$ cat src/rtl/vector_mem_unit_if.sv
// vector_mem_unit_if: memory-stage pipe request/response plus 32-bit data RAM port
interface vector_mem_unit_if #(
    parameter int N = 32,
    parameter int V = 128
);
    logic         mem_read;
    logic         mem_write;
    logic         vector;
    logic [N-1:0] address;
    logic [V-1:0] wdata;
    logic [V-1:0] rdata;
    logic         stall;
    logic [N-1:0] ram_addr;
    logic [N-1:0] ram_wdata;
    logic         ram_we;
    logic [N-1:0] ram_rdata;
    modport slave (
        input  mem_read, mem_write, vector, address, wdata, ram_rdata,
        output rdata, stall, ram_addr, ram_wdata, ram_we
    );
    modport master (
        output mem_read, mem_write, vector, address, wdata, ram_rdata,
        input  rdata, stall, ram_addr, ram_wdata, ram_we
    );
endinterface

$ cat src/rtl/vector_mem_unit.sv
// vector_mem_unit: splits scalar/vector loads and stores into 32-bit RAM beats, stalling the pipe until done
module vector_mem_unit #(
    parameter int N = 32,
    parameter int V = 128,
    parameter logic [N-1:0] ADDR_LIMIT = 'h3D08F
) (
    input logic clk,
    input logic rst_n,
    vector_mem_unit_if.slave bus
);
    localparam int L = V / N;
    typedef enum logic [1:0] {IDLE, ISSUE, DRAIN, DONE} state_t;
    state_t       state_q, state_d;
    logic [2:0]   k_q, k_d, beats;
    logic         store_q, vec_q, req;
    logic [1:0]   cur_lane, prev_lane;
    logic [N-1:0] base_q, cur_addr, prev_addr, cap;
    logic [V-1:0] wdata_q, buf_q, buf_d, rdata_q, rdata_d;
    assign req       = bus.mem_read | bus.mem_write;
    assign beats     = vec_q ? 3'(L) : 3'd1;
    assign cur_lane  = k_q[1:0];
    assign prev_lane = cur_lane - 2'd1;
    assign cur_addr  = base_q + N'({cur_lane, 2'b00});
    assign prev_addr = base_q + N'({prev_lane, 2'b00});
    // synchronous RAM: data arriving now belongs to the previous beat's address
    assign cap       = prev_addr <= ADDR_LIMIT ? bus.ram_rdata : '0;
    assign bus.rdata = rdata_q;
    always_comb begin
        state_d       = state_q;
        k_d           = k_q;
        buf_d         = buf_q;
        rdata_d       = rdata_q;
        bus.stall     = 1'b0;
        bus.ram_we    = 1'b0;
        bus.ram_addr  = '0;
        bus.ram_wdata = '0;
        case (state_q)
            IDLE: begin
                bus.stall = req & rst_n;
                state_d   = req ? ISSUE : IDLE;
                k_d       = '0;
                buf_d     = req ? '0 : buf_q;
            end
            ISSUE: begin
                bus.stall     = 1'b1;
                bus.ram_addr  = cur_addr <= ADDR_LIMIT ? cur_addr : '0;
                bus.ram_we    = store_q && cur_addr <= ADDR_LIMIT;
                bus.ram_wdata = store_q ? wdata_q[N*cur_lane +: N] : '0;
                if (!store_q && k_q != 3'd0) buf_d[N*prev_lane +: N] = cap;
                k_d = k_q + 3'd1;
                if (k_q == beats - 3'd1) state_d = store_q ? DONE : DRAIN;
            end
            DRAIN: begin
                bus.stall = 1'b1;
                buf_d[N*prev_lane +: N] = cap;
                rdata_d   = buf_d;
                state_d   = DONE;
            end
            default: state_d = IDLE;
        endcase
    end
    always_ff @(posedge clk or negedge rst_n) begin
        if (!rst_n) begin
            state_q <= IDLE;
            k_q     <= '0;
            buf_q   <= '0;
            rdata_q <= '0;
            store_q <= 1'b0;
            vec_q   <= 1'b0;
            base_q  <= '0;
            wdata_q <= '0;
        end else begin
            state_q <= state_d;
            k_q     <= k_d;
            buf_q   <= buf_d;
            rdata_q <= rdata_d;
            if (state_q == IDLE && req) begin
                store_q <= bus.mem_write;
                vec_q   <= bus.vector;
                base_q  <= bus.address & ~N'(3);
                wdata_q <= bus.wdata;
            end
        end
    end
endmodule

$ cat src/flat_wrapper.sv
// flat-port wrapper written by rule: the top's interface ports become plain ports
module vector_mem_unit_flat 
#(
    parameter int N = 32,
    parameter int V = 128,
    parameter logic [N-1:0] ADDR_LIMIT = 'h3D08F
)
  (clk, rst_n, bus_mem_read, bus_mem_write, bus_vector, bus_address, bus_wdata, bus_ram_rdata, bus_rdata, bus_stall, bus_ram_addr, bus_ram_wdata, bus_ram_we);
  vector_mem_unit_if #(.N(N), .V(V)) bus_i ();
  input logic clk;
  input logic rst_n;
  input wire logic [$bits(bus_i.mem_read)-1:0] bus_mem_read;
  input wire logic [$bits(bus_i.mem_write)-1:0] bus_mem_write;
  input wire logic [$bits(bus_i.vector)-1:0] bus_vector;
  input wire logic [$bits(bus_i.address)-1:0] bus_address;
  input wire logic [$bits(bus_i.wdata)-1:0] bus_wdata;
  input wire logic [$bits(bus_i.ram_rdata)-1:0] bus_ram_rdata;
  output wire logic [$bits(bus_i.rdata)-1:0] bus_rdata;
  output wire logic [$bits(bus_i.stall)-1:0] bus_stall;
  output wire logic [$bits(bus_i.ram_addr)-1:0] bus_ram_addr;
  output wire logic [$bits(bus_i.ram_wdata)-1:0] bus_ram_wdata;
  output wire logic [$bits(bus_i.ram_we)-1:0] bus_ram_we;
  assign bus_i.mem_read = bus_mem_read;
  assign bus_i.mem_write = bus_mem_write;
  assign bus_i.vector = bus_vector;
  assign bus_i.address = bus_address;
  assign bus_i.wdata = bus_wdata;
  assign bus_i.ram_rdata = bus_ram_rdata;
  assign bus_rdata = bus_i.rdata;
  assign bus_stall = bus_i.stall;
  assign bus_ram_addr = bus_i.ram_addr;
  assign bus_ram_wdata = bus_i.ram_wdata;
  assign bus_ram_we = bus_i.ram_we;
  vector_mem_unit #(.N(N), .V(V), .ADDR_LIMIT(ADDR_LIMIT)) u_core (.clk(clk), .rst_n(rst_n), .bus(bus_i));
endmodule
$ cat config.mk
export PLATFORM = sky130hd
export DESIGN_NAME = vector_mem_unit_flat
export DESIGN_NICKNAME = d
export VERILOG_FILES = /design/src/rtl/vector_mem_unit_if.sv /design/src/rtl/vector_mem_unit.sv /design/src/flat_wrapper.sv
export SDC_FILE = /design/constraint.sdc
export NUM_CORES = 1
export LEC_CHECK = 0
export ABC_AREA = 1
export ABC_CLOCK_PERIOD_IN_PS = 9700
export CORE_UTILIZATION = 45
export CTS_BUF_LIST = sky130_fd_sc_hd__clkbuf_8
export CTS_CLUSTER_SIZE = 14
export DETAILED_ROUTE_END_ITERATION = 12
export PLACE_DENSITY = 0.73
export SETUP_SLACK_MARGIN = 0.02
export SYNTH_ARGS = -nofsm -noshare
export SYNTH_HDL_FRONTEND = slang
export SYNTH_SLANG_ARGS = --single-unit
$ cat constraint.sdc
create_clock -name clk -period 9.7 [get_ports clk]
set_input_delay 1.94 -clock clk [delete_from_list [all_inputs] [get_ports clk]]
set_output_delay 1.94 -clock clk [all_outputs]
set_load 0.02 [all_outputs]
== After elaboration in Yosys (flattened, before gate mapping) ==
Cells that the tools add are included.

* Bits in registers: 421
* Output and inout port bits: 194
* Logic and storage cells: 54

* $add $sub $neg: 6
* Order comparisons: 2
* Equal/unequal tests: 6
* Shift operators: 3
* Muxes and demuxes: 17
* Bitwise logic cells: 2
* Reductions and logical operators: 10

{| class="wikitable"
|+ Operator list
! kind !! number
|-
| 128-bit case mux with 3 select lines || 1
|-
| 128-bit two-way mux || 2
|-
| 32-bit two-way mux || 5
|-
| 128-bit bitwise mux || 1
|-
| 32-bit by 34-bit variable shift with 128-bit output (first input constant) || 1
|-
| 128-bit by 8-bit indexed part select with 32-bit output || 1
|-
| 32-bit by 34-bit indexed part select with 128-bit output || 1
|-
| 32-bit by 4-bit adder with 32-bit output || 2
|-
| 32-bit by 18-bit <= comparator with 1-bit output (second input constant) || 2
|-
| 7-bit negator with 34-bit output || 1
|-
| 2-bit by 1-bit != test with 1-bit output (second input constant) || 3
|-
| 2-bit case mux with 3 select lines || 1
|-
| 3-bit case mux with 2 select lines || 1
|-
| 3-bit nonzero test || 2
|-
| 3-bit by 1-bit adder with 3-bit output (second input constant) || 1
|-
| 3-bit equality test || 1
|-
| 1-bit logical AND || 3
|-
| 1-bit two-way mux || 3
|-
| 3-bit two-way mux || 1
|-
| 3-bit AND reduction || 1
|-
| 3-bit by 1-bit subtractor with 3-bit output (second input constant) || 1
|-
| 2-bit by 1-bit equality test with 1-bit output (second input constant) || 1
|-
| 2-bit equality test (second input constant) || 1
|-
| 2-bit logical NOT || 1
|-
| other kinds (8) || 8
|}

== Logic depth before layout (Yosys ltp) ==
Gate-level depths: netlist of the first run.

* Depth after elaboration: 8
* Depth in mapped cells: 25
* Mapped depth without buffers: 20

== Worst setup path before layout of the first run ==
Ideal clock, no wire load.

* Path type: in2out
* Start point: input bus_mem_write
* End point: output bus_stall
* Data arrival time: 3.058 ns
* Data required time: 7.760 ns
* Path slack: 4.702 ns
* Cell stages on the path: 5
* Path through: nor2_1 > nor2_1 > clkbuf_1 > nand2_1 > a21oi_1

* Cells in the longest elaborated chain, start to end: 3

{| class="wikitable"
|+ Ends and longest elaborated chain
! item !! line !! text
|-
| start, declared || flat_wrapper.sv:13 || <nowiki>input wire logic [$bits(bus_i.mem_write)-1:0] bus_mem_write;</nowiki>
|-
| 1-bit bitwise OR || vector_mem_unit.sv:19 || <nowiki>assign req = bus.mem_read | bus.mem_write;</nowiki>
|-
| 1-bit bitwise AND || vector_mem_unit.sv:39 || <nowiki>bus.stall = req & rst_n;</nowiki>
|-
| 1-bit case mux with 2 select lines || vector_mem_unit.sv:37 || <nowiki>case (state_q)</nowiki>
|-
| end, declared || flat_wrapper.sv:19 || <nowiki>output wire logic [$bits(bus_i.stall)-1:0] bus_stall;</nowiki>
|}

Every way passes these cells.

== Worst setup path after layout of the first run ==
* Start point: register u_core.k_q[0]
* End point: output bus_ram_we

* Cells in the longest elaborated chain, start to end: 4

{| class="wikitable"
|+ Ends and longest elaborated chain
! item !! line !! text
|-
| start, declared || vector_mem_unit.sv:14 || <nowiki>logic [2:0] k_q, k_d, beats;</nowiki>
|-
| start signal, assigned || vector_mem_unit.sv:74 || <nowiki>k_q <= k_d;</nowiki>
|-
| 32-bit by 4-bit adder with 32-bit output || vector_mem_unit.sv:23 || <nowiki>assign cur_addr = base_q + N'({cur_lane, 2'b00});</nowiki>
|-
| 32-bit by 18-bit <= comparator with 1-bit output || vector_mem_unit.sv:47 || <nowiki>bus.ram_we = store_q && cur_addr <= ADDR_LIMIT;</nowiki>
|-
| 1-bit logical AND || vector_mem_unit.sv:47 ||
|-
| 1-bit two-way mux || vector_mem_unit.sv:37 ||
|-
| end, declared || flat_wrapper.sv:22 || <nowiki>output wire logic [$bits(bus_i.ram_we)-1:0] bus_ram_we;</nowiki>
|}

Every way passes these cells.

==> results of run 1 <==
cell usage after synthesis:
| library cell | number | area share |
|---|---|---|
| sky130_fd_sc_hd__a21oi_1 | 38 | 0.0093 |
| sky130_fd_sc_hd__a31oi_1 | 35 | 0.011 |
| sky130_fd_sc_hd__buf_1 | 17 | 0.0031 |
| sky130_fd_sc_hd__buf_2 | 1 | 0.00024 |
| sky130_fd_sc_hd__buf_4 | 17 | 0.0062 |
| sky130_fd_sc_hd__buf_6 | 14 | 0.0077 |
| sky130_fd_sc_hd__clkbuf_1 | 132 | 0.024 |
| sky130_fd_sc_hd__clkinv_1 | 1 | 0.00018 |
| sky130_fd_sc_hd__conb_1 | 1 | 0.00018 |
| sky130_fd_sc_hd__dfrtp_1 | 421 | 0.51 |
| sky130_fd_sc_hd__fa_1 | 1 | 0.00098 |
| sky130_fd_sc_hd__ha_1 | 13 | 0.0079 |
| sky130_fd_sc_hd__inv_1 | 45 | 0.0082 |
| sky130_fd_sc_hd__inv_2 | 2 | 0.00037 |
| sky130_fd_sc_hd__nand2_1 | 1492 | 0.27 |
| sky130_fd_sc_hd__nand2_2 | 4 | 0.0012 |
| sky130_fd_sc_hd__nand3_1 | 43 | 0.010 |
| sky130_fd_sc_hd__nand3_2 | 11 | 0.0054 |
| sky130_fd_sc_hd__nand3b_1 | 2 | 0.00073 |
| sky130_fd_sc_hd__nand4_1 | 98 | 0.030 |
| sky130_fd_sc_hd__nor2_1 | 225 | 0.041 |
| sky130_fd_sc_hd__nor2_2 | 15 | 0.0046 |
| sky130_fd_sc_hd__nor2_4 | 3 | 0.0016 |
| sky130_fd_sc_hd__nor2b_1 | 1 | 0.00030 |
| sky130_fd_sc_hd__nor3_1 | 8 | 0.0020 |
| sky130_fd_sc_hd__nor3_2 | 2 | 0.00098 |
| sky130_fd_sc_hd__nor4_1 | 3 | 0.00091 |
| sky130_fd_sc_hd__o21ai_0 | 96 | 0.023 |
| sky130_fd_sc_hd__or2_2 | 1 | 0.00030 |
| sky130_fd_sc_hd__xnor2_1 | 4 | 0.0017 |
| sky130_fd_sc_hd__xor2_1 | 24 | 0.010 |
area by class of cell:
class / count / area (um^2)
flip-flops and latches: 421 / 10500
fillers: 4050 / 18700
repair buffers: 399 / 3930
clock buffers: 91 / 1250
clock inverters: 35 / 171
multi-input cells: 2135 / 9080
well taps: 592 / 741
inverters: 48 / 186
diodes: 7 / 17.5
cell families after synthesis:
logic type / synth area share
other: 0.000183
and+or+nand+nor: 0.372
adders and majority gates: 0.00890
DFF: 0.513
AOI/OAI and AO/OA: 0.0433
xor gates and xnor gates: 0.0119
buffers and inverters: 0.0502
through the flow:
stage | hold slack [ns] | total power (uW) | cell area, um^2 | std cells
floorplan | 0.436 | 4200 | 20600 | 2785
global placement | 0.448 | 5160 | 24500 | 3595
detailed placement | 0.453 | 5210 | 24500 | 3595
CTS | 0.467 | 6820 | 25900 | 3721
global route | 0.481 | 7240 | 25900 | 3727
finish | 0.466 | 6790 | 25900 | 3728
layer usage:
| layer | track usage | share of wire | up-vias |
|---|---|---|---|
| met4 | 0.122 | 0.034 | 2 |
| met5 | 0 | 0.00021 | - |
| met2 | 0.431 | 0.47 | 665 |
| met1 | 0.349 | 0.41 | 9334 |
| met3 | 0.0684 | 0.078 | 132 |
| li1 | - | - | 9266 |
critical path, cell delays in order (launching register included):
cell and delay [ns]:
sky130_fd_sc_hd__dfrtp_2 0.33, sky130_fd_sc_hd__buf_4 0.69, sky130_fd_sc_hd__ha_1 0.33, sky130_fd_sc_hd__fa_1 0.27
sky130_fd_sc_hd__nand2_1 0.18, sky130_fd_sc_hd__nor3_1 0.50, sky130_fd_sc_hd__nand2_1 0.13, sky130_fd_sc_hd__xor2_1 0.17
sky130_fd_sc_hd__nor2_1 0.08, sky130_fd_sc_hd__nand4_1 0.09, sky130_fd_sc_hd__nor3_2 0.22, sky130_fd_sc_hd__nand3_2 0.41
sky130_fd_sc_hd__nor2_1 0.23, sky130_fd_sc_hd__clkdlybuf4s50_1 0.63
report_power, final:
group	switching [uW]	leakage, uW	internal [uW]
Sequential	286	0.00555	2170
Combinational	1960	0.00696	776
Clock	748	0.000816	847
Total	3000	0.0133	3790
cells in the final DEF (no fill, tap or decap), drive strengths merged, types with 16 or more instances in the layout:
master / synthesis / routed
a31oi: 35 / 35
nand2: 1496 / 1496
o21ai: 96 / 96
clkbuf: 132 / 91
nor2: 243 / 243
clkdlybuf4s50: 0 / 371
a21oi: 38 / 38
nand3: 54 / 54
buf: 49 / 28
nand4: 98 / 98
conb: 1 / 16
inv: 47 / 71
xor2: 24 / 24
dfrtp: 421 / 421
state kept, by name (all words and copies together), names as in the netlist:
signal            flops
u_core.bus.rdata    128
u_core.k_q            3
u_core.state_q        2
u_core.vec_q          1
u_core.wdata_q      128
u_core.buf_q        128
u_core.base_q        30
u_core.store_q        1
how the worst max path moves through the flow:
stage / slack (ns) / end / start
5_1_grt: 2.52 / bus_ram_addr[16] / u_core.k_q[0]
6_report: 2.83 / bus_ram_we / u_core.k_q[0]
3_3_place_gp: 3.49 / bus_stall / bus_mem_write
2_1_floorplan: 4.70 / bus_stall / bus_mem_write
4_1_cts: 2.75 / bus_ram_we / u_core.k_q[0]
3_5_place_dp: 3.48 / bus_stall / bus_mem_write
==> flow_metrics.tcl, run 1 <==
set metrics [dict create \
    detailedPlacementHpwl_mm 40.1 \
    rsz0062_at_grt "no" \
    holdCritStartpoint "u_core.wdata_q[41]" \
    max_slew_margin 0.210 \
    worst_min_delay_path_endpoint "u_core.wdata_q[41]" \
    final_setup_violating_endpoints 0 \
    report.final.hold_viol_count 0 \
    syn-instance-count 2770 \
    utilization 0.581 \
    dr.pass1.iters 6 \
    fmax_mhz 146 \
    rr_worst_depth 20 \
    slew_violations 0 \
    wl_mm 63.0 \
    gp_routability_congestion 0.876 \
    finalCriticalPeriod_ns 6.87 \
    detail-route-antenna-nets 0 \
    tritoncts "done" \
    die_width_um 216 \
    ios 391 \
    ys_seq_area_frac 0.513 \
    initialDrtViolationCount 1820 \
    number_of_global_route_vias_before_repair 18772 \
    port-buffer-count 372 \
    worst_setup_hold_path_clk_slew_ns 0.06 \
    core_region_area_mm2 0.0446 \
    post-route-period-util 0.708 \
    clock_tree.htree_level_count 3 \
    timing.critical_path.fanout_max 74 \
    min-delay-path-class "reg2reg" \
    area_delta_synth_final_pct 26.3 \
    max-cap-violations 0 \
    grt_max_degree 106 \
    avgViaCountPerCell 5.20 \
    run_status "completed" \
    drt_drc_violations_left 0 \
    resized_after_cts 0 \
    rows 77 \
    clock_latency_ns 0.66 \
    cts_made_buffers 74 \
    end_kind "primary output" \
    yosysWarnings 0 \
    floorplan.die.height_um 216 \
    holdBufCountCts 0 \
    p_leak_uw 0.0133 \
    power.density_mw_per_mm2 262 \
    numClockSinks 421 \
    postCtsSetupRepairBufs 0 \
    worst-setup-path-type "reg2out" \
    post_synth_instance_area_mm2 0.0205 \
    setup.worst_path.start_class "flop" \
    layout-drive-gt1-share 0.0578 \
    final_setup_tns_ns 0 \
    grt_pass1_wl_mm 101 \
    grt.overflow.total 0 \
    timing.reg2reg.setup_slack_ns 4.36 \
    number_of_antenna_violations_at_the_first_check_in_global_routing 7 \
    preCtsSetupSlack_ns 3.48 \
    clock-skew-final_ns 0.0268 \
    critical_path_required_ns 7.76 \
    worst-slew-pin-transition_ns 1.18 \
    yosys_register_bits 421 \
    syn_area_per_cell_um2 7.41 \
    vdd_drop_max_mv 0.409 \
    cts-root-buf "sky130_fd_sc_hd__clkbuf_8" \
    synth_cell_type_count 31 \
    final_critical_path_setup_slack_ns 2.83 \
    die_area_mm2 0.0465 \
    worstReg2RegStart "u_core.k_q[0]" \
    worst_ep_arrival_time_ns 4.93 \
    route.detailed.wl_per_inst_um 16.9 \
    worst_hold_path.num_cells 2 \
    gr-usage-all-layers 0.271 \
    r2r_end "u_core.bus.rdata[86]" \
    detailroute.via_count 19399 \
    initial_core_util 0.460 \
    total_number_of_nets_in_the_final_design 3290 \
    clock_tree.buffer_depth 3 \
]
Power figures use the tool's default switching activity.
==> run 2: changes to the inputs <==
--- a/config.mk
+++ b/config.mk
@@ -6,12 +6,12 @@
 export NUM_CORES = 1
 export LEC_CHECK = 0
 export ABC_AREA = 1
-export ABC_CLOCK_PERIOD_IN_PS = 9700
+export ABC_CLOCK_PERIOD_IN_PS = 5550
 export CORE_UTILIZATION = 45
 export CTS_BUF_LIST = sky130_fd_sc_hd__clkbuf_8
 export CTS_CLUSTER_SIZE = 14
 export DETAILED_ROUTE_END_ITERATION = 12
-export PLACE_DENSITY = 0.73
+export PLACE_DENSITY = 0.75
 export SETUP_SLACK_MARGIN = 0.02
 export SYNTH_ARGS = -nofsm -noshare
 export SYNTH_HDL_FRONTEND = slang
==> constraint.sdc (replaced) <==
create_clock -name clk -period 5.55 [get_ports clk]
set_input_delay 1.11 -clock clk [delete_from_list [all_inputs] [get_ports clk]]
set_output_delay 1.11 -clock clk [all_outputs]
set_load 0.02 [all_outputs]
==> flow_metrics.tcl, run 2 (synthesis results as in run 1) <==
set metrics [dict create \
    grt_max_degree 168 \
    clock_latency_ns 0.64 \
    rows 77 \
    leading_cell_type_in_the_layout_fill_and_taps_excluded "sky130_fd_sc_hd__nand2_1" \
    power.density_mw_per_mm2 462 \
    worst_path_most_repeated_cell "sky130_fd_sc_hd__nor2_1" \
    layoutNonFillerInstCount 3739 \
    power_frac_seq 0.355 \
    gr-usage-all-layers 0.271 \
    max-cap-violations 0 \
    p_leak_uw 0.0134 \
    holdBufCountCts 0 \
    critical_path_required_ns 4.44 \
    met2RoutedLength_mm 29.9 \
    worst_setup_hold_path_clk_slew_ns 0.06 \
    switching_part_of_the_total_power 0.434 \
    tritoncts "done" \
    detail-route-antenna-nets 0 \
    power_frac_clock 0.246 \
    postCtsSetupRepairBufs 0 \
    cpMaxStageDelayCell "sky130_fd_sc_hd__clkdlybuf4s50_1" \
    initial_core_util 0.460 \
    die_width_um 216 \
    number_of_global_route_vias_before_repair 19205 \
    clock_tree.htree_level_count 3 \
    drt-met1-wl_mm 25.6 \
    fin_area_mm2 0.0261 \
    detailedPlacementHpwl_mm 41.1 \
    grt.overflow.total 0 \
    combinationalPowerShare 0.399 \
    mostFrequentLayoutCells "1492 x sky130_fd_sc_hd__nand2_1, 420 x sky130_fd_sc_hd__dfrtp_1, 371 x sky130_fd_sc_hd__clkdlybuf4s50_1" \
    top_routing_layer_in_use "met4" \
    intPower_uw 6840 \
    wl_mm 62.7 \
    max_stage_delay_ns 0.63 \
    fmax_mhz 193 \
    layout.filler_cells 3997 \
    end_kind "primary output" \
    numClockSinks 421 \
    numPlacedInstances 3601 \
    report.final.hold_viol_count 0 \
    met3_wirelength_mm 4.87 \
    clock_tree.buffer_depth 3 \
    p_sw_uw 5240 \
    port-buffer-count 372 \
    setup.worst_path.start_class "flop" \
    drt_drc_violations_left 0 \
    gp_routability_congestion 0.908 \
    number_of_antenna_violations_at_the_first_check_in_global_routing 7 \
    run_status "completed" \
    route.detailed.wl_per_inst_um 16.8 \
    worst-slew-pin-transition_ns 1.09 \
    dr.pass1.iters 6 \
    finalCriticalPeriod_ns 5.18 \
    grt_pass1_wl_mm 101 \
    final_setup_violating_endpoints 0 \
    avgViaCountPerCell 5.19 \
    clock-skew-final_ns 0.0297 \
    detailroute.via_count 19402 \
    cts-root-buf "sky130_fd_sc_hd__clkbuf_8" \
    rsz0062_at_grt "no" \
    worst_ep_arrival_time_ns 4.07 \
    cts_made_buffers 74 \
    floorplan.die.height_um 216 \
    vdd_drop_max_mv 0.320 \
    postPlaceCellArea_mm2 0.0246 \
    critical_path_cell_by_cell "ha_1 -> a21oi_1 -> nor2_1 -> nand2_1 -> nor3_2 -> nand2_1 -> xor2_1 -> o21ai_0 -> nor2_1 -> nand2_1 -> nor2_1 -> nand3_2 -> nor2_1 -> clkdlybuf4s50_1" \
    post-route-period-util 0.933 \
    timing.critical_path.fanout_max 17 \
    final_setup_tns_ns 0 \
    timing.reg2reg.setup_slack_ns 0.86 \
    max_slew_margin 0.271 \
    initialDrtViolationCount 1815 \
    layout-drive-gt1-share 0.0605 \
    min-delay-path-class "in2async" \
    total_number_of_nets_in_the_final_design 3296 \
    worst-setup-path-type "reg2out" \
    ios 391 \
    area_delta_synth_final_pct 27.4 \
    core_region_area_mm2 0.0446 \
    slew_violations 0 \
    die_area_mm2 0.0465 \
]
[run 2: worst paths after layout]
check / start / end / cells after the start
max: u_core.k_q[1] / bus_ram_we / 14
min: rst_n / u_core.bus.rdata[120] / 1
min reg2reg: u_core.k_q[2] / u_core.k_q[2] / 1
max in group asynchronous: rst_n / u_core.base_q[30] / 2
min in group clk: u_core.k_q[2] / u_core.k_q[2] / 1
max reg2reg: u_core.k_q[1] / u_core.bus.rdata[120] / 22
[run 2: per-stage QoR]
step	utilization	hold slack (ns)	power (uW)	setup slack [ns]
floorplan	-	0.436	7340	1.99
global placement	0.551	0.449	9010	0.908
detailed placement	0.551	0.453	9130	0.863
CTS	0.586	0.443	12100	0.295
global route	0.586	0.474	12900	0.0741
finish	0.586	0.451	12100	0.370
[run 2: layer usage]
layer	up-vias	GRT usage
met2	754	0.437
met4	0	0.127
met5	-	0
met3	143	0.0665
met1	9213	0.342
li1	9292	-
[run 2: layout make-up]
cell class	count	area [um^2]	area share
diodes	7	17.5	0.000670
clock buffers	95	1310	0.0500
clock inverters	36	241	0.00924
inverters	48	186	0.00713
multi-input cells	2135	9090	0.348
flip-flops and latches	421	10500	0.403
well taps	592	741	0.0283
repair buffers	405	4030	0.154
[run 2: power by group through the flow]
stage               Clock [uW]  Sequential, uW  Combinational (uW)
floorplan                    0            4330                3010
global placement             0            4290                4720
detailed placement           0            4320                4810
CTS                       3030            4280                4830
global route              3170            4370                5340
finish                    2980            4290                4820
[run 2: timing repair]
action                     CTS  global route
setup endpoints to repair    0            15
gates resized for setup      0             1
hold endpoints to repair     0             0
[run 2: worst max-delay path, delay by kind of cell, from the launching register on]
kind            cells  cell delay [ns]
flops               1             0.45
buf+inv             1             0.63
simple gates        9             1.71
xor+xnor            1             0.16
compound gates      2             0.19
fa+ha+maj           1             0.31
==> run 3: changes to the inputs <==
--- a/config.mk
+++ b/config.mk
@@ -11,6 +11,7 @@
 export CTS_BUF_LIST = sky130_fd_sc_hd__clkbuf_8
 export CTS_CLUSTER_SIZE = 14
 export DETAILED_ROUTE_END_ITERATION = 12
+export GPL_TIMING_DRIVEN = 0
 export PLACE_DENSITY = 0.75
 export SETUP_SLACK_MARGIN = 0.02
 export SYNTH_ARGS = -nofsm -noshare
==> flow_metrics.tcl, run 3 (synthesis results as in run 1) <==
set metrics [dict create \
    utilization 0.597 \
    slew_violations 0 \
    post-route-period-util 0.936 \
    final_setup_violating_endpoints 0 \
    rsz0062_at_grt "no" \
    die_width_um 216 \
    cts_made_buffers 74 \
    detailroute.via_count 20313 \
    number_of_global_route_vias_before_repair 19872 \
    report.final.hold_viol_count 0 \
    wl_mm 68.3 \
    finalCriticalPeriod_ns 5.20 \
    initialDrtViolationCount 1663 \
    p_leak_uw 0.0136 \
    end_kind "primary output" \
    floorplan.die.height_um 216 \
    worst-setup-path-type "reg2out" \
    holdBufCountCts 0 \
    max-cap-violations 0 \
    cts-root-buf "sky130_fd_sc_hd__clkbuf_8" \
    total_number_of_nets_in_the_final_design 3447 \
    tritoncts "done" \
    gp_routability_congestion 0.922 \
    route.detailed.wl_per_inst_um 17.6 \
    postCtsSetupRepairBufs 0 \
    max_slew_margin 0.230 \
    die_area_mm2 0.0465 \
    critical_path.n_buffers_inverters 3 \
    dr.pass1.iters 6 \
    clock_latency_ns 0.63 \
    clock_tree.buffer_depth 3 \
    fmax_mhz 192 \
    worst-slew-pin-transition_ns 1.15 \
    core_region_area_mm2 0.0446 \
    min-delay-path-class "reg2reg" \
    initial_core_util 0.460 \
    number_of_antenna_violations_at_the_first_check_in_global_routing 3 \
    grt_pass1_wl_mm 106 \
    rows 77 \
    timing.critical_path.fanout_max 10 \
    ios 391 \
    run_status "completed" \
    vdd_drop_max_mv 0.259 \
    drt_drc_violations_left 0 \
    critical_path_required_ns 4.44 \
    avgViaCountPerCell 5.24 \
    worst_setup_hold_path_clk_slew_ns 0.06 \
    port-buffer-count 372 \
    clock_tree.htree_level_count 3 \
    worst_ep_arrival_time_ns 4.09 \
    power.density_mw_per_mm2 464 \
    layout-drive-gt1-share 0.0560 \
    clock-skew-final_ns 0.0239 \
    detail-route-antenna-nets 0 \
    area_delta_synth_final_pct 29.7 \
    setup.worst_path.start_class "flop" \
    critical_path_cell_by_cell "ha_1 -> fa_1 -> nand2_1 -> inv_1 -> nand2_1 -> nor2_1 -> xor2_1 -> nand2_1 -> nor2_1 -> nand2_1 -> nor2_1 -> nand3_2 -> buf_6 -> nor2_1 -> clkdlybuf4s50_1" \
    grt.overflow.total 0 \
    cpMaxStageDelayCell "sky130_fd_sc_hd__clkdlybuf4s50_1" \
    numClockSinks 421 \
    max_stage_delay_ns 0.63 \
    detailedPlacementHpwl_mm 51.0 \
    fin_area_mm2 0.0266 \
    postPlaceCellArea_mm2 0.0251 \
    grt_max_degree 122 \
    leading_cell_type_in_the_layout_fill_and_taps_excluded "sky130_fd_sc_hd__nand2_1" \
    critical-path-top-delay-family "simple AND/OR/NAND/NOR gates" \
    mostFrequentLayoutCells "1492 x sky130_fd_sc_hd__nand2_1, 421 x sky130_fd_sc_hd__dfrtp_1, 371 x sky130_fd_sc_hd__clkdlybuf4s50_1" \
    gr-usage-all-layers 0.293 \
]
run 3: cell types whose count changed in the layout (fill, tap and decap cells not counted), moves of 5 or more:
cell,delta
sky130_fd_sc_hd__clkbuf_1,+131
sky130_fd_sc_hd__buf_1,+17
sky130_fd_sc_hd__buf_6,+14
sky130_fd_sc_hd__buf_4,-12
sky130_fd_sc_hd__diode_2,-5
sky130_fd_sc_hd__inv_1,-5
sky130_fd_sc_hd__nor3_2,-5
run 3: power breakdown:
group | switching (uW) | internal (uW) | total [uW]
clock | 1290 | 1570 | 2850
sequential | 566 | 3790 | 4360
combinational | 3660 | 1470 | 5130
run 3: metrics by stage:
| stage | power [uW] | instances | worst slack [ns] | hold slack, ns | TNS, ns |
|---|---|---|---|---|---|
| global placement | 9280 | 3749 | -14.63 | 0.448 | -6158.68 |
| CTS | 12300 | 3878 | 0.204 | 0.467 | 0 |
| global route | 13100 | 3880 | 0.127 | 0.484 | 0 |
| finish | 12300 | 3880 | 0.354 | 0.465 | 0 |
| floorplan | 7340 | 2785 | 1.99 | 0.436 | 0 |
| detailed placement | 9440 | 3752 | 0.483 | 0.454 | 0 |
run 3: final timing paths:
path                                     from                     to  slack, ns  cells past startpoint
min                        u_core.wdata_q[32]     u_core.wdata_q[32]       0.47                      2
max                             u_core.k_q[0]       bus_ram_addr[17]       0.35                     15
min in group asynchronous               rst_n  u_core.bus.rdata[123]       0.57                      1
max reg2reg                     u_core.k_q[0]   u_core.bus.rdata[86]       0.53                     23
min reg2reg                u_core.wdata_q[32]     u_core.wdata_q[32]       0.47                      2
max in group asynchronous               rst_n      u_core.base_q[23]       3.83                      2
run 3: what timing repair did:
action                                  in CTS  in global routing
endpoints found under the setup margin       0                 10
gates resized for setup                      0                  4
hold endpoints to repair                     0                  0
run 3: cell type report:
cell class / instances / area, um^2
buffer: 181 / 851
fill: 4009 / 18000
clock buffer: 98 / 1350
multi-input combinational: 2135 / 9030
timing repair buffer: 375 / 3810
antenna: 2 / 5.00
sequential: 421 / 10500
tap: 592 / 741
clock inverter: 28 / 123
inverter: 48 / 180
run 3: routing by layer:
layer / global-route usage / wire length [um]
met2: 0.469 / 31500
met1: 0.367 / 27200
met5: 0 / 13
met3: 0.0751 / 6310
met4: 0.146 / 3280
run 3: worst min-delay path, cell delays in order (launching register included):
cell and delay, ns:
sky130_fd_sc_hd__dfrtp_1 0.34, sky130_fd_sc_hd__nand2_1 0.05, sky130_fd_sc_hd__nand2_1 0.04
